--- src/rtl/systolic_pkg.sv ---
// Shared types and sizing helpers for the systolic tile scheduler.
// Holds the FSM state encoding and the index width rule.
package systolic_pkg;

    typedef enum logic [2:0] {
        ST_IDLE,
        ST_LOAD_W,
        ST_STREAM,
        ST_DRAIN,
        ST_DONE
    } state_t;

    // An index into a range of one entry still needs one bit.
    function automatic int clog2_min1(input int v);
        int r;
        r = $clog2(v);
        return (r < 1) ? 1 : r;
    endfunction

endpackage

--- src/rtl/sched_pix_counter.sv ---
// Pixel/slice position counter for the streaming phase.
// Pixel wraps into the slice count; last flags the final pixel of a tile.
module sched_pix_counter
    import systolic_pkg::*;
#(
    parameter int WIDTH  = 32,
    parameter int HEIGHT = 32,
    parameter int PW     = clog2_min1(WIDTH),
    parameter int SW     = clog2_min1(HEIGHT)
) (
    input  logic          clk,
    input  logic          rst_n,
    input  logic          clear,
    input  logic          en,
    output logic [PW-1:0] pixel_idx,
    output logic [SW-1:0] slice_idx,
    output logic          last
);

    logic pix_end;
    logic slc_end;

    assign pix_end = (pixel_idx == PW'(WIDTH - 1));
    assign slc_end = (slice_idx == SW'(HEIGHT - 1));
    assign last    = pix_end && slc_end;

    // Advance one pixel per enabled cycle, rolling into the next slice.
    always_ff @(posedge clk or negedge rst_n) begin
        if (!rst_n) begin
            pixel_idx <= '0;
            slice_idx <= '0;
        end else if (clear) begin
            pixel_idx <= '0;
            slice_idx <= '0;
        end else if (en) begin
            if (pix_end) begin
                pixel_idx <= '0;
                slice_idx <= slc_end ? '0 : slice_idx + SW'(1);
            end else begin
                pixel_idx <= pixel_idx + PW'(1);
            end
        end
    end

endmodule

--- src/rtl/systolic_sched.sv ---
// Tile scheduler for a weight-stationary systolic array:
// load weights, stream pixels, drain partial sums, signal done.
module systolic_sched
    import systolic_pkg::*;
#(
    parameter int WIDTH     = 32,
    parameter int HEIGHT    = 32,
    parameter int ARRAY_DIM = 8,
    localparam int AW = clog2_min1(ARRAY_DIM),
    localparam int PW = clog2_min1(WIDTH),
    localparam int SW = clog2_min1(HEIGHT)
) (
    input  logic          clk,
    input  logic          rst_n,
    input  logic          start,
    input  logic          abort,
    input  logic          src_valid,
    output logic          busy,
    output logic          done,
    output logic          w_load,
    output logic [AW-1:0] w_row,
    output logic          feed_en,
    output logic [PW-1:0] pixel_idx,
    output logic [SW-1:0] slice_idx,
    output logic          acc_clear,
    output logic          drain
);

    // Drain runs 2*ARRAY_DIM-1 cycles, so the count stays below 2*ARRAY_DIM.
    localparam int DW = clog2_min1(2 * ARRAY_DIM);

    state_t        state_q;
    state_t        state_d;
    logic [AW-1:0] wcnt_q;
    logic [DW-1:0] dcnt_q;
    logic          w_last;
    logic          d_last;
    logic          tile_last;

    assign w_last = (wcnt_q == AW'(ARRAY_DIM - 1));
    assign d_last = (dcnt_q == DW'(2 * ARRAY_DIM - 2));

    assign busy      = (state_q == ST_LOAD_W) || (state_q == ST_STREAM)
                    || (state_q == ST_DRAIN);
    assign done      = (state_q == ST_DONE);
    assign w_load    = (state_q == ST_LOAD_W);
    assign w_row     = wcnt_q;
    assign feed_en   = (state_q == ST_STREAM) && src_valid;
    assign acc_clear = feed_en && (pixel_idx == '0);
    assign drain     = (state_q == ST_DRAIN);

    sched_pix_counter #(
        .WIDTH (WIDTH),
        .HEIGHT(HEIGHT),
        .PW    (PW),
        .SW    (SW)
    ) u_pix (
        .clk      (clk),
        .rst_n    (rst_n),
        .clear    (abort),
        .en       (feed_en),
        .pixel_idx(pixel_idx),
        .slice_idx(slice_idx),
        .last     (tile_last)
    );

    // State register.
    always_ff @(posedge clk or negedge rst_n) begin
        if (!rst_n) begin
            state_q <= ST_IDLE;
        end else begin
            state_q <= state_d;
        end
    end

    // Next-state logic; abort overrides every transition.
    always_comb begin
        state_d = state_q;
        unique case (state_q)
            ST_IDLE:   if (start) state_d = ST_LOAD_W;
            ST_LOAD_W: if (w_last) state_d = ST_STREAM;
            ST_STREAM: if (feed_en && tile_last) state_d = ST_DRAIN;
            ST_DRAIN:  if (d_last) state_d = ST_DONE;
            ST_DONE:   state_d = ST_IDLE;
            default:   state_d = ST_IDLE;
        endcase
        if (abort) state_d = ST_IDLE;
    end

    // Weight-row and drain counters run only while their state persists.
    always_ff @(posedge clk or negedge rst_n) begin
        if (!rst_n) begin
            wcnt_q <= '0;
            dcnt_q <= '0;
        end else begin
            if (state_q == ST_LOAD_W && state_d == ST_LOAD_W) begin
                wcnt_q <= wcnt_q + AW'(1);
            end else begin
                wcnt_q <= '0;
            end
            if (state_q == ST_DRAIN && state_d == ST_DRAIN) begin
                dcnt_q <= dcnt_q + DW'(1);
            end else begin
                dcnt_q <= '0;
            end
        end
    end

endmodule
--- config.mk ---
export PLATFORM = sky130hd
export DESIGN_NAME = systolic_sched
export DESIGN_NICKNAME = d
export VERILOG_FILES = /design/src/rtl/systolic_pkg.sv /design/src/rtl/sched_pix_counter.sv /design/src/rtl/systolic_sched.sv
export SDC_FILE = /design/constraint.sdc
export NUM_CORES = 1
export LEC_CHECK = 0
export CAP_MARGIN = 40
export CORE_UTILIZATION = 30
export DETAILED_ROUTE_END_ITERATION = 7
export PLACE_DENSITY = 0.54
export SLEW_MARGIN = 20
export SYNTH_ARGS = -nofsm -noshare
export SYNTH_HDL_FRONTEND = slang
export SYNTH_SLANG_ARGS = --single-unit
export TNS_END_PERCENT = 5
--- constraint.sdc ---
create_clock -name clk -period 2.17 [get_ports clk]
set_input_delay 0.5425 -clock clk [delete_from_list [all_inputs] [get_ports clk]]
set_output_delay 0.5425 -clock clk [all_outputs]
set_load 0.1 [all_outputs]
### Word level (Yosys, flattened, before mapping)

Cells that the tools add are included.

| word-level totals | value |
|---|---|
| bits of input ports | 5 |
| logic and storage cells | 47 |
| register bits | 20 |

| cells by class | value |
|---|---|
| muxes and demuxes | 15 |
| add/sub/neg operators | 4 |
| reduce and logical (&&, ||, !) cells | 13 |
| equal/unequal tests | 10 |

Operators by type and width:

| kind | number |
|---|---|
| 2-to-1 mux 5 bit | 7 |
| 2-to-1 mux 3 bit | 6 |
| case mux 3 bit (4 select lines) | 1 |
| adder 5 x 1 -> 5 bit, second input constant | 2 |
| equality test 5 bit, second input constant | 2 |
| equality test 3 x 2 -> 1 bit, second input constant | 3 |
| equality test 3 x 1 -> 1 bit, second input constant | 2 |
| equality test 3 bit, second input constant | 2 |
| logical AND 1 bit | 6 |
| zero test 5 bit | 1 |
| adder 4 x 1 -> 4 bit, second input constant | 1 |
| equality test 4 bit, second input constant | 1 |
| 2-to-1 mux 4 bit | 1 |
| nonzero test 2 bit | 2 |
| adder 3 x 1 -> 3 bit, second input constant | 1 |
| zero test 3 bit | 1 |
| logical OR 1 bit | 2 |
| AND reduction 2 bit | 1 |

### Logic depth before layout (Yosys ltp)

Gate-level depths: netlist of run 1.

| depth | value |
|---|---|
| word-level depth | 9 |
| gate-level depth with buffers | 7 |

### Cells and area by module

From an unflattened synthesis of run 1, not the netlist that was laid out.

| second synthesis, totals | value |
|---|---|
| cells, all modules | 101 |
| area total of the unflattened synthesis | 1,054.8 um^2 |

By module, submodules not included:

| module | cells each | sequential area each (um^2) | instances | area each (um^2) |
|---|---|---|---|---|
| sched_pix_counter | 54 | 250.2 | 1 | 540.5 |
| systolic_sched | 47 | 250.2 | 1 | 514.2 |

### Worst setup path after synthesis of run 1

No wires, ideal clock.

| timing | value |
|---|---|
| kind | reg-to-output |
| from | register u_pix.pixel_idx[0] |
| to | output port acc_clear |
| required time | 1.627 ns |
| arrival time | 3.963 ns |
| cell stages (with the launch flop) | 5 |
| path slack | -2.336 ns |
| cells stage by stage | dfrtp_1 inv_1 ha_1 nand2b_1 nor4_1 |

| on the way | value |
|---|---|
| cells in the longest elaborated chain, start to end | 2 |

RTL lines:

| what | line | RTL |
|---|---|---|
| start: declaration | sched_pix_counter.sv:15 | `output logic [PW-1:0] pixel_idx,` |
| start signal: assignment | sched_pix_counter.sv:40 | `pixel_idx <= pixel_idx + PW'(1);` |
| zero test 5 bit | systolic_sched.sv:49 | `assign acc_clear = feed_en && (pixel_idx == '0);` |
| logical AND 1 bit | systolic_sched.sv:49 |  |
| end: declaration | systolic_sched.sv:25 | `output logic acc_clear,` |

Every way passes these cells.

### Final worst setup path of run 1

| timing | value |
|---|---|
| from | register state_q[2] |
| to | output port acc_clear |

| on the way | value |
|---|---|
| cells in the longest elaborated chain, start to end | 3 |

RTL lines:

| what | line | RTL |
|---|---|---|
| start: declaration | systolic_sched.sv:32 | `state_t state_q;` |
| start signal: assignment | systolic_sched.sv:72 | `state_q <= state_d;` |
| equality test 3 x 2 -> 1 bit | systolic_sched.sv:48 | `assign feed_en = (state_q == ST_STREAM) && src_valid;` |
| logical AND 1 bit | systolic_sched.sv:48 |  |
| logical AND 1 bit | systolic_sched.sv:49 |  |

Every way passes these cells.

==> Implementation_results.wiki, run 1 <==
{| class="wikitable"
! Metric !! Value
|-
| Run status || finished clean
|-
| RSZ-0062 raised after global routing || no
|-
| Min Tclk post-route || 2.04 ns
|-
| Slew Viols, Final || 0
|-
| Cell row count || 21
|-
| Placed cell count || 181
|-
| Number of antenna violations at the first check in global routing || 0
|-
| Core ar. || 3420 µm²
|-
| Area Overhead vs Synth || 38.8%
|-
| Root Driver || clkbuf_4
|-
| Count of maximum capacitance violations || 0
|-
| Worst-case setup slack after placement || 0.00243 ns
|-
| Average instance area after synthesis || 9.99 µm²
|-
| Dominant register cell in the synthesized netlist || dfrtp_1
|-
| Required arrival time at the worst endpoint || 1.63 ns
|-
| Routed WL || 2290 µm
|-
| Final period util || 0.940
|-
| Number of remaining DRC errors || 0
|-
| Standard cell with the maximum stage delay on the critical path || dfrtp_2
|-
| Detail-routed net length per standard cell || 12.3 µm
|-
| Final hold slack || 0.487 ns
|-
| Clock buffer count from CTS || 3
|-
| Cell chain of the critical path || nand4bb_4 > nor4_4 > buf_12
|-
| Total clock sinks || 20
|-
| Yosys reg bits || 20
|-
| Crit path buffers/inverters || 1
|-
| Most common cell in the synthesized netlist || dfrtp_1
|-
| Library cell with the largest summed area after synthesis || dfrtp_1
|-
| Total area of multi-input combinational cells || 586 µm²
|-
| Worst-case setup margin in the final layout || 0.130 ns
|-
| Initial DRC Count || 19
|-
| Final weighted congestion in routability-driven placement || 0.805
|-
| Number of vias after detailed routing || 923
|-
| Endpoints failing hold || 0
|-
| Endpoint class of the critical path || output port
|-
| Ranking of synthesized cells by instance count || 20 x dfrtp_1, 10 x nor2_1, 9 x ha_1
|-
| Global-route wire length before repair || 4090 µm
|-
| Final Non-Filler Cells || 186
|-
| Total standard cell area after synthesis || 1100 µm²
|-
| Element type at the critical path start || flip-flop
|-
| Register area || 514 µm²
|-
| Initial core utilization || 0.322
|-
| Highest cell delay on the worst timing path || 0.47 ns
|-
| EDFF count, synth || 0
|-
| Number of nets in the layout || 155
|-
| Die ar. || 3910 µm²
|-
| Slew at the pin closest to its max-slew limit || 0.389 ns
|-
| Max Clk Rate || 490 MHz
|-
| Ant diodes || 0
|-
| Die Y-Extent || 62.5 µm
|-
| Via count of the first global-routing pass || 915
|-
| Per-cell via count in the routed design || 4.96
|-
| Ranking of synthesized cells by area || dfrtp_1 46%, ha_1 10%, nor2_1 3.4%
|-
| Classification of the worst-slack hold path || reg2reg
|-
| Slew Limit Headroom || 0.738
|-
| Width of the die || 62.5 µm
|-
| Insertion delay of the later-clocked pin in the worst-skew pair || 0.30 ns
|-
| Leakage Power || 0.675 nW
|-
| # IOs || 24
|-
| TritonCTS clock tree || built
|-
| Area share of the largest cell type after synthesis || 0.456
|-
| HPWL reported at the end of detailed placement || 1730 µm
|-
| Final core utilization || 0.447
|-
| Global-route congestion overflow total || 0
|-
| Fill cells || 352
|-
| Number of port buffers || 23
|-
| Residual antenna-violating net count after detailed routing || 0
|-
| Proportion of layout cells with a drive suffix above 1 || 0.307
|-
| Synthesized Nets || 124
|-
| H-tree depth || 1
|-
| Cell count after synthesis || 110
|-
| Clock skew || 0.0123 ns
|-
| Worst voltage drop across the vdd grid || 0.185 mV
|-
| Synth unique cells || 33
|-
| Sequential cell area fraction in the yosys report || 0.456
|-
| Arrival time at the worst endpoint || 1.50 ns
|-
| First drt pass iteration count || 4
|-
| Clock slew at reported path FFs || 0.12 ns
|-
| Gr usage total || 0.127
|-
| Asr flop ratio synth || 1.00
|-
| Crit Path Category || reg2out
|-
| Pin count of the biggest net entering global routing || 21
|-
| Ys Warns || 0
|-
| Buffers from clock root to sink, at most || 2
|-
| Critical-path maximum fanout || 9
|-
| Final setup viols || 0
|-
| Areal power density over the cells || 496 nW/µm²
|-
| Dominant delay contributor by cell family on the critical path || simple AND/OR/NAND/NOR gates
|}
-- worst reg2reg max path: stages (launching register included) --
cell     delay, ns
dfrtp_4       0.52
ha_1          0.23
and3_1        0.19
ha_1          0.20
or4_1         0.51
a31oi_1       0.17
-- flip-flops by register name (all words and copies together) (netlist names) --
signal / flops
u_pix.pixel_idx: 5
dcnt_q: 4
u_pix.slice_idx: 5
w_row: 3
state_q: 3
-- per-stage QoR --
step / setup TNS [ns] / total power, mW / area [µm²]
after floorplan: -0.753 / 0.495 / 1140
after global placement: 0 / 0.547 / 1480
after detailed placement: 0 / 0.548 / 1480
after CTS: 0 / 0.768 / 1520
after global routing: 0 / 0.794 / 1530
final: 0 / 0.756 / 1530
-- where the power goes --
group	total, mW	switching, mW	internal [mW]	leakage [nW]
clock	0.215	0.113	0.102	0.0210
combinational	0.147	0.103	0.0437	0.389
sequential	0.395	0.0131	0.382	0.265
-- cells by family after synthesis --
family | count (synthesis) | share of synthesized area
and+or+nand+nor | 49 | 0.264
AOI/OAI and AO/OA | 20 | 0.118
DFF | 20 | 0.456
buffers and inverters | 10 | 0.0433
adders and majority gates | 9 | 0.103
xor gates and xnor gates | 2 | 0.0159
-- final cells by class --
class / instances / share of cell area
Clock buffer: 4 / 0.0238
Inverter: 6 / 0.0148
Multi-Input combinational cell: 80 / 0.384
Sequential cell: 20 / 0.337
Tap cell: 46 / 0.0377
Timing Repair Buffer: 30 / 0.203
-- layer usage --
layer | up-vias | routed length, µm | track usage
met1 | 447 | 1110 | 0.166
met2 | 22 | 1050 | 0.207
met3 | 2 | 125 | 0.0310
met4 | 0 | 10 | 0.0378
li1 | 452 | - | -
met5 | - | 0 | 0
-- cell usage in the layout, fill, tap and decap left out, drive strengths merged, types with 3 or more instances in the layout --
cell           netlist  routed
a21oi                7       7
buf                  2      26
and3                 3       3
ha                   9       9
nand3                7       7
inv                  5       5
nor3b                4       4
clkdlybuf4s50        0       3
clkbuf               2       4
nor4                 3       3
o21ai                4       4
nor2                10      10
dfrtp               20      20
and2                 3       3
a32o                 3       3
nand2                6       6
nand2b               4       4
-- what timing repair did --
item / 4_1_cts / 5_1_grt
gates resized for setup: 1 / 2
hold buffers: 0 / 0
setup buffers: 0 / 1
endpoints found under the setup margin: 1 / 1
hold endpoints to repair: 0 / 0
pin swaps: 1 / 0
-- final timing paths --
check	from	end	slack [ns]	cells after the start
max in group asynchronous	rst_n	u_pix.pixel_idx[1]	1.35	2
hold / removal	w_row[0]	w_row[0]	0.49	1
min in group asynchronous	rst_n	u_pix.slice_idx[0]	0.57	2
setup reg to reg	u_pix.pixel_idx[0]	u_pix.pixel_idx[3]	0.30	5
hold reg to reg	w_row[0]	w_row[0]	0.49	1
setup / recovery	state_q[2]	acc_clear	0.13	3
(Power assumes the default switching activity.)
==> run 2, diff against run 1 <==
--- a/config.mk
+++ b/config.mk
@@ -7,9 +7,11 @@
 export LEC_CHECK = 0
 export CAP_MARGIN = 40
 export CORE_UTILIZATION = 30
+export CTS_CLUSTER_SIZE = 8
 export DETAILED_ROUTE_END_ITERATION = 7
 export PLACE_DENSITY = 0.54
-export SLEW_MARGIN = 20
+export SKIP_CTS_REPAIR_TIMING = 1
+export SLEW_MARGIN = 15
 export SYNTH_ARGS = -nofsm -noshare
 export SYNTH_HDL_FRONTEND = slang
 export SYNTH_SLANG_ARGS = --single-unit
==> Implementation_results.wiki, run 2 (synthesized netlist as in run 1, its figures left out) <==
{| class="wikitable"
! Metric !! Value
|-
| Number of vias after detailed routing || 923
|-
| Per-cell via count in the routed design || 4.96
|-
| Run status || finished clean
|-
| Worst reg2reg endpoint || u_pix.pixel_idx[3]
|-
| Critical hold path startpoint || w_row[0]
|-
| Biggest regs || u_pix.pixel_idx (5), u_pix.slice_idx (5), dcnt_q (4)
|-
| Initial DRC Count || 23
|-
| Required arrival time at the worst endpoint || 1.63 ns
|-
| Width of the die || 62.5 µm
|-
| Die Y-Extent || 62.5 µm
|-
| Final core utilization || 0.448
|-
| Total clock sinks || 20
|-
| Standard cell with the maximum stage delay on the critical path || dfrtp_2
|-
| Most common cell after layout, fill and taps aside || buf_4
|-
| Gr usage total || 0.127
|-
| Number of port buffers || 23
|-
| Clock slew at reported path FFs || 0.12 ns
|-
| Element type at the critical path start || flip-flop
|-
| Proportion of layout cells with a drive suffix above 1 || 0.307
|-
| Post-layout instance area || 1530 µm²
|-
| Initial core utilization || 0.322
|-
| Slew Limit Headroom || 0.738
|-
| Crit Path Category || reg2out
|-
| Routed WL || 2290 µm
|-
| Residual antenna-violating net count after detailed routing || 0
|-
| Global-route wire length before repair || 4090 µm
|-
| DP Area || 1480 µm²
|-
| Root Driver || clkbuf_4
|-
| Detail-routed net length per standard cell || 12.3 µm
|-
| Ant diodes || 0
|-
| Critical path launch point || state_q[2]
|-
| Global-route congestion overflow total || 0
|-
| Number of nets in the layout || 155
|-
| Number of remaining DRC errors || 0
|-
| Count of maximum capacitance violations || 0
|-
| Min Tclk post-route || 2.04 ns
|-
| Highest cell delay on the worst timing path || 0.47 ns
|-
| Worst voltage drop across the vdd grid || 0.185 mV
|-
| Area Overhead vs Synth || 39.2%
|-
| RSZ-0062 raised after global routing || no
|-
| Endpoint class of the critical path || output port
|-
| Crit path buffers/inverters || 1
|-
| Arrival time at the worst endpoint || 1.50 ns
|-
| Core ar. || 3420 µm²
|-
| Slew Viols, Final || 0
|-
| Leakage Power || 0.683 nW
|-
| Clock buffer count from CTS || 3
|-
| HPWL reported at the end of detailed placement || 1730 µm
|-
| Cell chain of the critical path || nand4bb_4 > nor4_4 > buf_12
|-
| TritonCTS clock tree || built
|-
| Critical R2R Launch || u_pix.pixel_idx[0]
|-
| Insertion delay of the later-clocked pin in the worst-skew pair || 0.30 ns
|-
| Endpoints failing hold || 0
|-
| Via count of the first global-routing pass || 915
|-
| Classification of the worst-slack hold path || reg2reg
|-
| Dominant delay contributor by cell family on the critical path || simple AND/OR/NAND/NOR gates
|-
| Areal power density over the cells || 495 nW/µm²
|-
| WHS Path Cells || 1
|-
| Final weighted congestion in routability-driven placement || 0.805
|-
| Hold path endpoint || w_row[0]
|-
| Buffers from clock root to sink, at most || 2
|-
| # IOs || 24
|-
| First drt pass iteration count || 4
|-
| Max Clk Rate || 490 MHz
|-
| Final period util || 0.940
|-
| Cell depth of the worst flop-to-flop path || 5
|-
| H-tree depth || 1
|-
| Clock skew || 0.0123 ns
|-
| Pin count of the biggest net entering global routing || 21
|-
| Cell row count || 21
|-
| Final setup viols || 0
|-
| Fill cells || 353
|-
| Die ar. || 3910 µm²
|-
| Setup slack of the worst register-to-register path || 0.30 ns
|-
| Most frequent cells in the layout || 20 x buf_4, 13 x dfrtp_1, 10 x nor2_1, 8 x ha_1
|-
| Slew at the pin closest to its max-slew limit || 0.389 ns
|-
| Number of antenna violations at the first check in global routing || 0
|-
| Critical-path maximum fanout || 9
|}
run 2: worst max path at each step:
stage / endpoint / cells past startpoint
final: acc_clear / 3
after global routing: acc_clear / 3
after CTS: acc_clear / 4
after detailed placement: acc_clear / 4
after global placement: acc_clear / 4
after floorplan: acc_clear / 4
run 2: through the flow:
stage | hold WS [ns] | total power [mW] | TNS, ns | std cells | worst slack, ns
floorplan | 0.247 | 0.495 | -0.753 | 110 | -0.334
global placement | 0.454 | 0.547 | 0 | 181 | 0.000716
detailed placement | 0.469 | 0.548 | 0 | 181 | 0.00243
CTS | 0.488 | 0.769 | -0.00515 | 185 | -0.00515
global route | 0.514 | 0.795 | 0 | 186 | 0.0177
finish | 0.487 | 0.757 | 0 | 186 | 0.130
run 2: power by group:
| group | internal, mW | leakage [nW] | switching (mW) |
|---|---|---|---|
| sequential | 0.382 | 0.265 | 0.0131 |
| clock | 0.102 | 0.0210 | 0.113 |
| combinational | 0.0441 | 0.397 | 0.103 |
| total | 0.528 | 0.683 | 0.229 |
run 2: final cells by class:
cell class | count | area, µm² | share of cell area
multi-input combinational | 80 | 586 | 0.383
tap | 46 | 57.6 | 0.0376
clock buffer | 4 | 36.3 | 0.0237
sequential | 20 | 514 | 0.336
inverter | 6 | 22.5 | 0.0147
timing repair buffer | 30 | 313 | 0.205
run 2: routing by layer:
layer | global-route usage | up-vias | share of wire | routed length [µm]
met5 | 0 | - | 0 | 0
met4 | 0.0378 | 0 | 0.0044 | 10
met3 | 0.0310 | 2 | 0.055 | 125
met2 | 0.207 | 22 | 0.46 | 1050
met1 | 0.166 | 447 | 0.48 | 1110
li1 | - | 452 | - | -
==> run 3, diff against run 2 <==
--- a/config.mk
+++ b/config.mk
@@ -7,6 +7,7 @@
 export LEC_CHECK = 0
 export CAP_MARGIN = 40
 export CORE_UTILIZATION = 30
+export CTS_CLUSTER_DIAMETER = 40
 export CTS_CLUSTER_SIZE = 8
 export DETAILED_ROUTE_END_ITERATION = 7
 export PLACE_DENSITY = 0.54
==> results of run 3 <==
Final layout, timing and power as in run 2 (identical DEF).
